--- src/rtl/alu_commit.sv ---
// Commit stage behind the ALU: holds the architectural C/Z flags, evaluates the
// conditional-write code and either writes the result to the register file or skips it.
module alu_commit #(
  parameter int DATA_W = 16,
  parameter int ADDR_W = 3
) (
  input  logic              clk,
  input  logic              reset,
  input  logic              in_valid,
  output logic              in_ready,
  input  logic [DATA_W-1:0] in_result,
  input  logic              in_carry,
  input  logic              in_op,
  input  logic [1:0]        in_cond,
  input  logic [ADDR_W-1:0] in_dest,
  output logic              rf_wr_en,
  output logic [ADDR_W-1:0] rf_wr_addr,
  output logic [DATA_W-1:0] rf_wr_data,
  input  logic              rf_wr_ack,
  output logic              flag_c,
  output logic              flag_z,
  output logic              done,
  output logic              skipped,
  output logic              cond_err
);

  typedef enum logic [1:0] {IDLE, EVAL, WRITE, DONE} state_t;

  state_t     state;
  state_t     state_next;
  logic       carry_q;
  logic       op_q;
  logic       z_new_q;
  logic [1:0] cond_q;
  logic       wr_ok;

  always_ff @(posedge clk or posedge reset) begin
    if (reset) state <= IDLE;
    else       state <= state_next;
  end

  // The write condition looks at the flags as they stand before this instruction
  // commits; cond 11 matches none of the terms and so always suppresses the write.
  always_comb begin
    wr_ok      = (cond_q == 2'b00) | ((cond_q == 2'b01) & flag_z) | ((cond_q == 2'b10) & flag_c);
    state_next = state;
    case (state)
      IDLE:    if (in_valid) state_next = EVAL;
      EVAL:    state_next = wr_ok ? WRITE : DONE;
      WRITE:   if (rf_wr_ack) state_next = DONE;
      DONE:    state_next = IDLE;
      default: state_next = IDLE;
    endcase
  end

  assign in_ready = (state == IDLE);
  assign rf_wr_en = (state == WRITE);
  assign done     = (state == DONE);

  always_ff @(posedge clk or posedge reset) begin
    if (reset) begin
      rf_wr_addr <= '0;
      rf_wr_data <= '0;
      carry_q    <= 1'b0;
      op_q       <= 1'b0;
      cond_q     <= 2'b00;
      z_new_q    <= 1'b0;
      flag_c     <= 1'b0;
      flag_z     <= 1'b0;
      skipped    <= 1'b0;
      cond_err   <= 1'b0;
    end else begin
      case (state)
        IDLE: begin
          if (in_valid) begin
            rf_wr_addr <= in_dest;
            rf_wr_data <= in_result;
            carry_q    <= in_carry;
            op_q       <= in_op;
            cond_q     <= in_cond;
            z_new_q    <= (in_result == '0);
          end
        end
        EVAL: begin
          skipped  <= ~wr_ok;
          cond_err <= (cond_q == 2'b11);
        end
        WRITE: begin
          // Nand-class instructions have no meaningful carry, so C is left alone.
          if (rf_wr_ack) begin
            flag_z <= z_new_q;
            if (!op_q) flag_c <= carry_q;
          end
        end
        default: ;
      endcase
    end
  end

endmodule

--- config.mk ---
export PLATFORM = sky130hd
export DESIGN_NAME = alu_commit
export DESIGN_NICKNAME = d
export VERILOG_FILES = /design/src/rtl/alu_commit.sv
export SDC_FILE = /design/constraint.sdc
export NUM_CORES = 1
export LEC_CHECK = 0
export ABC_AREA = 1
export CELL_PAD_IN_SITES_DETAIL_PLACEMENT = 0
export CELL_PAD_IN_SITES_GLOBAL_PLACEMENT = 2
export CORE_UTILIZATION = 36
export CTS_BUF_LIST = sky130_fd_sc_hd__clkbuf_8
export CTS_CLUSTER_SIZE = 28
export DETAILED_ROUTE_END_ITERATION = 12
export DONT_BUFFER_PORTS = 1
export GPL_ROUTABILITY_DRIVEN = 0
export PLACE_DENSITY_LB_ADDON = 0.1
export SETUP_SLACK_MARGIN = 0.1
export SLEW_MARGIN = 20
export SYNTH_ARGS = -nofsm -noshare
export SYNTH_HDL_FRONTEND = slang
export SYNTH_SLANG_ARGS = --single-unit
export TNS_END_PERCENT = 1
--- constraint.sdc ---
create_clock -name clk -period 1.6 [get_ports clk]
set_clock_uncertainty 0.05 [all_clocks]
set_input_delay 0.32 -clock clk [delete_from_list [all_inputs] [get_ports clk]]
set_output_delay 0.32 -clock clk [all_outputs]
set_load 0.03 [all_outputs]
[After elaboration in Yosys (flattened, before gate mapping)]
Index checks and enable logic that the tools add are counted.
Word-level totals
  bits in registers: 30
  input port bits: 27
  logic and storage cells: 36
Operators by class
  equal/unequal tests: 8
  mux-type cells: 4
  bitwise operators: 6
  reductions and logical operators: 7
Operator list (count)
  $logic_not 16->1: 1
  $eq 2x2->1 const B: 4
  $pmux 2 s4: 1
  $reduce_and 2->1: 3
  $eq 2x1->1 const B: 2
  $logic_not 2->1: 2
  $mux 2: 2
  $reduce_and 3->1: 1
  $and 1x1->1: 2
  $ne 2x1->1 const B: 1
  $ne 2x2->1 const B: 1
  $not 1->1: 2
  $or 1x1->1: 2
  $mux 1: 1

[Longest topological paths before layout]
  depth after elaboration: 6
  mapped depth: 8
  gate-level depth less buffers: 8

[Least setup slack after synthesis]
No wires, ideal clock.
  path kind: reg-to-reg
  start point: register state[1]
  end point: register rf_wr_data[2]
  arrival time: 1.336 ns
  path slack: 0.098 ns
  cell stages (with the launch flop): 7
  cells stage by stage: dfrtp_1 > inv_1 > ha_1 > nand2_4 > buf_2 > nand2_1 > nand2_1
Between the ends
  longest elaborated chain between the ends: 2
Ends and longest elaborated chain
  from (decl): line 29  | state_t state;
  from (signal assigned): line 39  | else state <= state_next;
  $logic_not 2->1
  net in_ready: line 10  | output logic in_ready,
  $reduce_and 2->1 (no source line)
  to (signal assigned): line 77  | rf_wr_data <= in_result;
  to (decl): line 18  | output logic [DATA_W-1:0] rf_wr_data,
The timed path passes the listed nets, and every way through them passes these cells.
A chain may end at the register's enable or synchronous reset.

[Worst setup path in the final report]
  start point: register state[1]
  end point: output in_ready
Between the ends
  longest elaborated chain between the ends: 1
Ends and longest elaborated chain
  $logic_not 2->1: line 56  | assign in_ready = (state == IDLE);
  to (decl): line 10
No other way between the ends.

==> run summary <==
storage element area - 751 sq um
total track usage - 0.160
initial drt markers - 37
min-delay src - in_dest[2]
final worst setup slack - 107 ps
pin count of the biggest net entering global routing - 31
core area - 3440 sq um
Leak - 0.834 nW
worst slew pin tran - 388 ps
syn avg cell area - 8.45 sq um
post-synthesis cell count - 157
unrepaired setup endpoints after global routing - yes
Arrival @ worst endpoint - 1120 ps
final worst-path cycle share - 0.933
H-tree Lvls - 2
min-delay worst type - input port to flip-flop
Final Max Tran Viols - 0
Place WS - 198 ps
post-synth top area share - 0.566
PwrDens - 2250 nW/um^2
Starting Density - 0.385
CTS root buffer - clkbuf_8
cts bufs inserted - 5
Hold EP - rf_wr_addr[2]$_DFFE_PP0P_
max-cap viol count - 0
fillers - 361
Crit Path Class - flip-flop to output pin
FF-to-FF End - state[0]$_DFFE_PP0P_
Slew headroom - 0.741
die width - 62.7 um
vias in the first global route - 1,011
Area contributors post-synth - dfrtp_1, nand2_1, inv_1
Clock transition at path regs - 60 ps
fin crit period - 1490 ps
Layout area overhead - 15.9%
area of the multi-input gates - 490 sq um
die area - 3930 sq um
DRT Pass-1 Iters - 4
CP Data Required Time - 1230 ps
status - finished clean
Setup TNS - 0 ps
ANT cells - 0
first-pass GRT wire length - 4770 um
Cell variety after synth - 14
Final ANT Viol Nets - 0
fmax - 670 MHz
Vias - 996
row count - 21
initial antenna violation count - 0
dpl hpwl - 2050 um
sequential area share after synthesis - 0.566
hold violation count in the final report - 0
nets@finish - 202
Yosys warnings - 0
crit end category - output pin
buffers added on ports - 0
Die H - 62.7 um
most frequent cells in the layout - nand2_1, dfrtp_1, inv_1
area of the mapped netlist - 1330 sq um
register bit total from synthesis - 30
Final setup viols - 0
worst hold margin - 101 ps
Critical R2R Launch - state[1]$_DFFE_PP0P_
Yosys top cell by area - dfrtp_1
critical path launch point type - flip-flop
CTS tree - built
WL final - 2820 um
DRC Markers - 0
worst vdd ir - 0.000889 V
fraction of layout cells with a size suffix above 1 - 0.118
CTS max path bufs - 2
vias per inst - 4.61
Min-Delay Path Depth - 2
crit-path max FO - 4
WL per Instance - 13.1 um
Finished Core Util - 0.447
Post-Syn Nets - 189
global-route congestion overflow total - 0
clock latency on the worst-skew pair - 270 ps
reg2reg path depth - 9
Top Ports - 53
clock sink count - 30
commonest non-fill, non-tap cell in the layout - nand2_1
R2R Setup Slk - 200 ps
total power - 3.45 mW
## final cells by class
| class | instances | share of cell area |
|---|---|---|
| flip-flops and latches | 30 | 0.488 |
| repair buffers | 10 | 0.0553 |
| clock inverters | 2 | 0.00488 |
| clock buffers | 5 | 0.0448 |
| multi-input cells | 103 | 0.319 |
| inverters | 20 | 0.0504 |
| well taps | 46 | 0.0374 |
## power by group
part	switching (mW)	internal, mW
registers	0.742	1.09
clock network	0.259	0.286
logic	0.633	0.446
## worst max-delay path, stage by stage (launching register included)
cell,delay [ps]
dfrtp_1,430
inv_2,120
ha_4,170
buf_6,130
## worst max-delay path by stage
stage / start / endpoint / depth (start not counted)
5_1_grt: state[0]$_DFFE_PP0P_ / in_ready / 3
6_report: state[1]$_DFFE_PP0P_ / in_ready / 3
2_1_floorplan: state[0]$_DFFE_PP0P_ / flag_c$_DFFE_PP0P_ / 7
4_1_cts: state[1]$_DFFE_PP0P_ / in_ready / 3
3_3_place_gp: state[1]$_DFFE_PP0P_ / rf_wr_data[4]$_DFFE_PP0P_ / 6
3_5_place_dp: state[1]$_DFFE_PP0P_ / rf_wr_data[0]$_DFFE_PP0P_ / 6
## synth_stat cells
library cell / count
o21ai_0: 2
o21ai_1: 12
ha_1: 5
nand2_1: 69
inv_4: 1
buf_2: 2
buf_6: 2
inv_1: 19
a21oi_1: 1
dfrtp_1: 30
nand3_1: 4
nor2_1: 8
o31ai_1: 1
nand2_4: 1
## registers in the layout, indices dropped and copies added (netlist names)
name	cells
cond_q	2
flag_z	1
skipped	1
rf_wr_data	16
cond_err	1
state	2
flag_c	1
rf_wr_addr	3
z_new_q	1
carry_q	1
op_q	1
## what timing repair did
action | CTS | global route
pin swaps | 0 | 1
buffers inserted | 2 | 2
resized for setup | 6 | 1
endpoints found under the setup margin | 2 | 2
hold buffers | 1 | 0
hold endpoints to repair | 30 | 0
## kinds of logic (layout without fill, tap and decap cells)
group	count (synthesis)	in the layout	synth area share
compound gates	16	16	0.0623
buf+inv	24	37	0.0830
fa+ha+maj	5	5	0.0472
simple gates	82	82	0.242
flops	30	30	0.566
## metrics by stage
stage	instance area, sq um	instances
3_3_place_gp	1390	204
2_1_floorplan	1330	157
6_report	1540	216
5_1_grt	1540	216
4_1_cts	1520	214
3_5_place_dp	1390	204
## per-layer routing
metal,global-route usage,share of wire,vias up,routed length [um]
met4,0.0349,0.010,0,29
met2,0.273,0.49,32,1380
li1,-,-,497,-
met1,0.180,0.42,463,1200
met5,0,0,-,0
met3,0.0748,0.078,4,221
No activity file was read; power rests on OpenSTA's default activity.
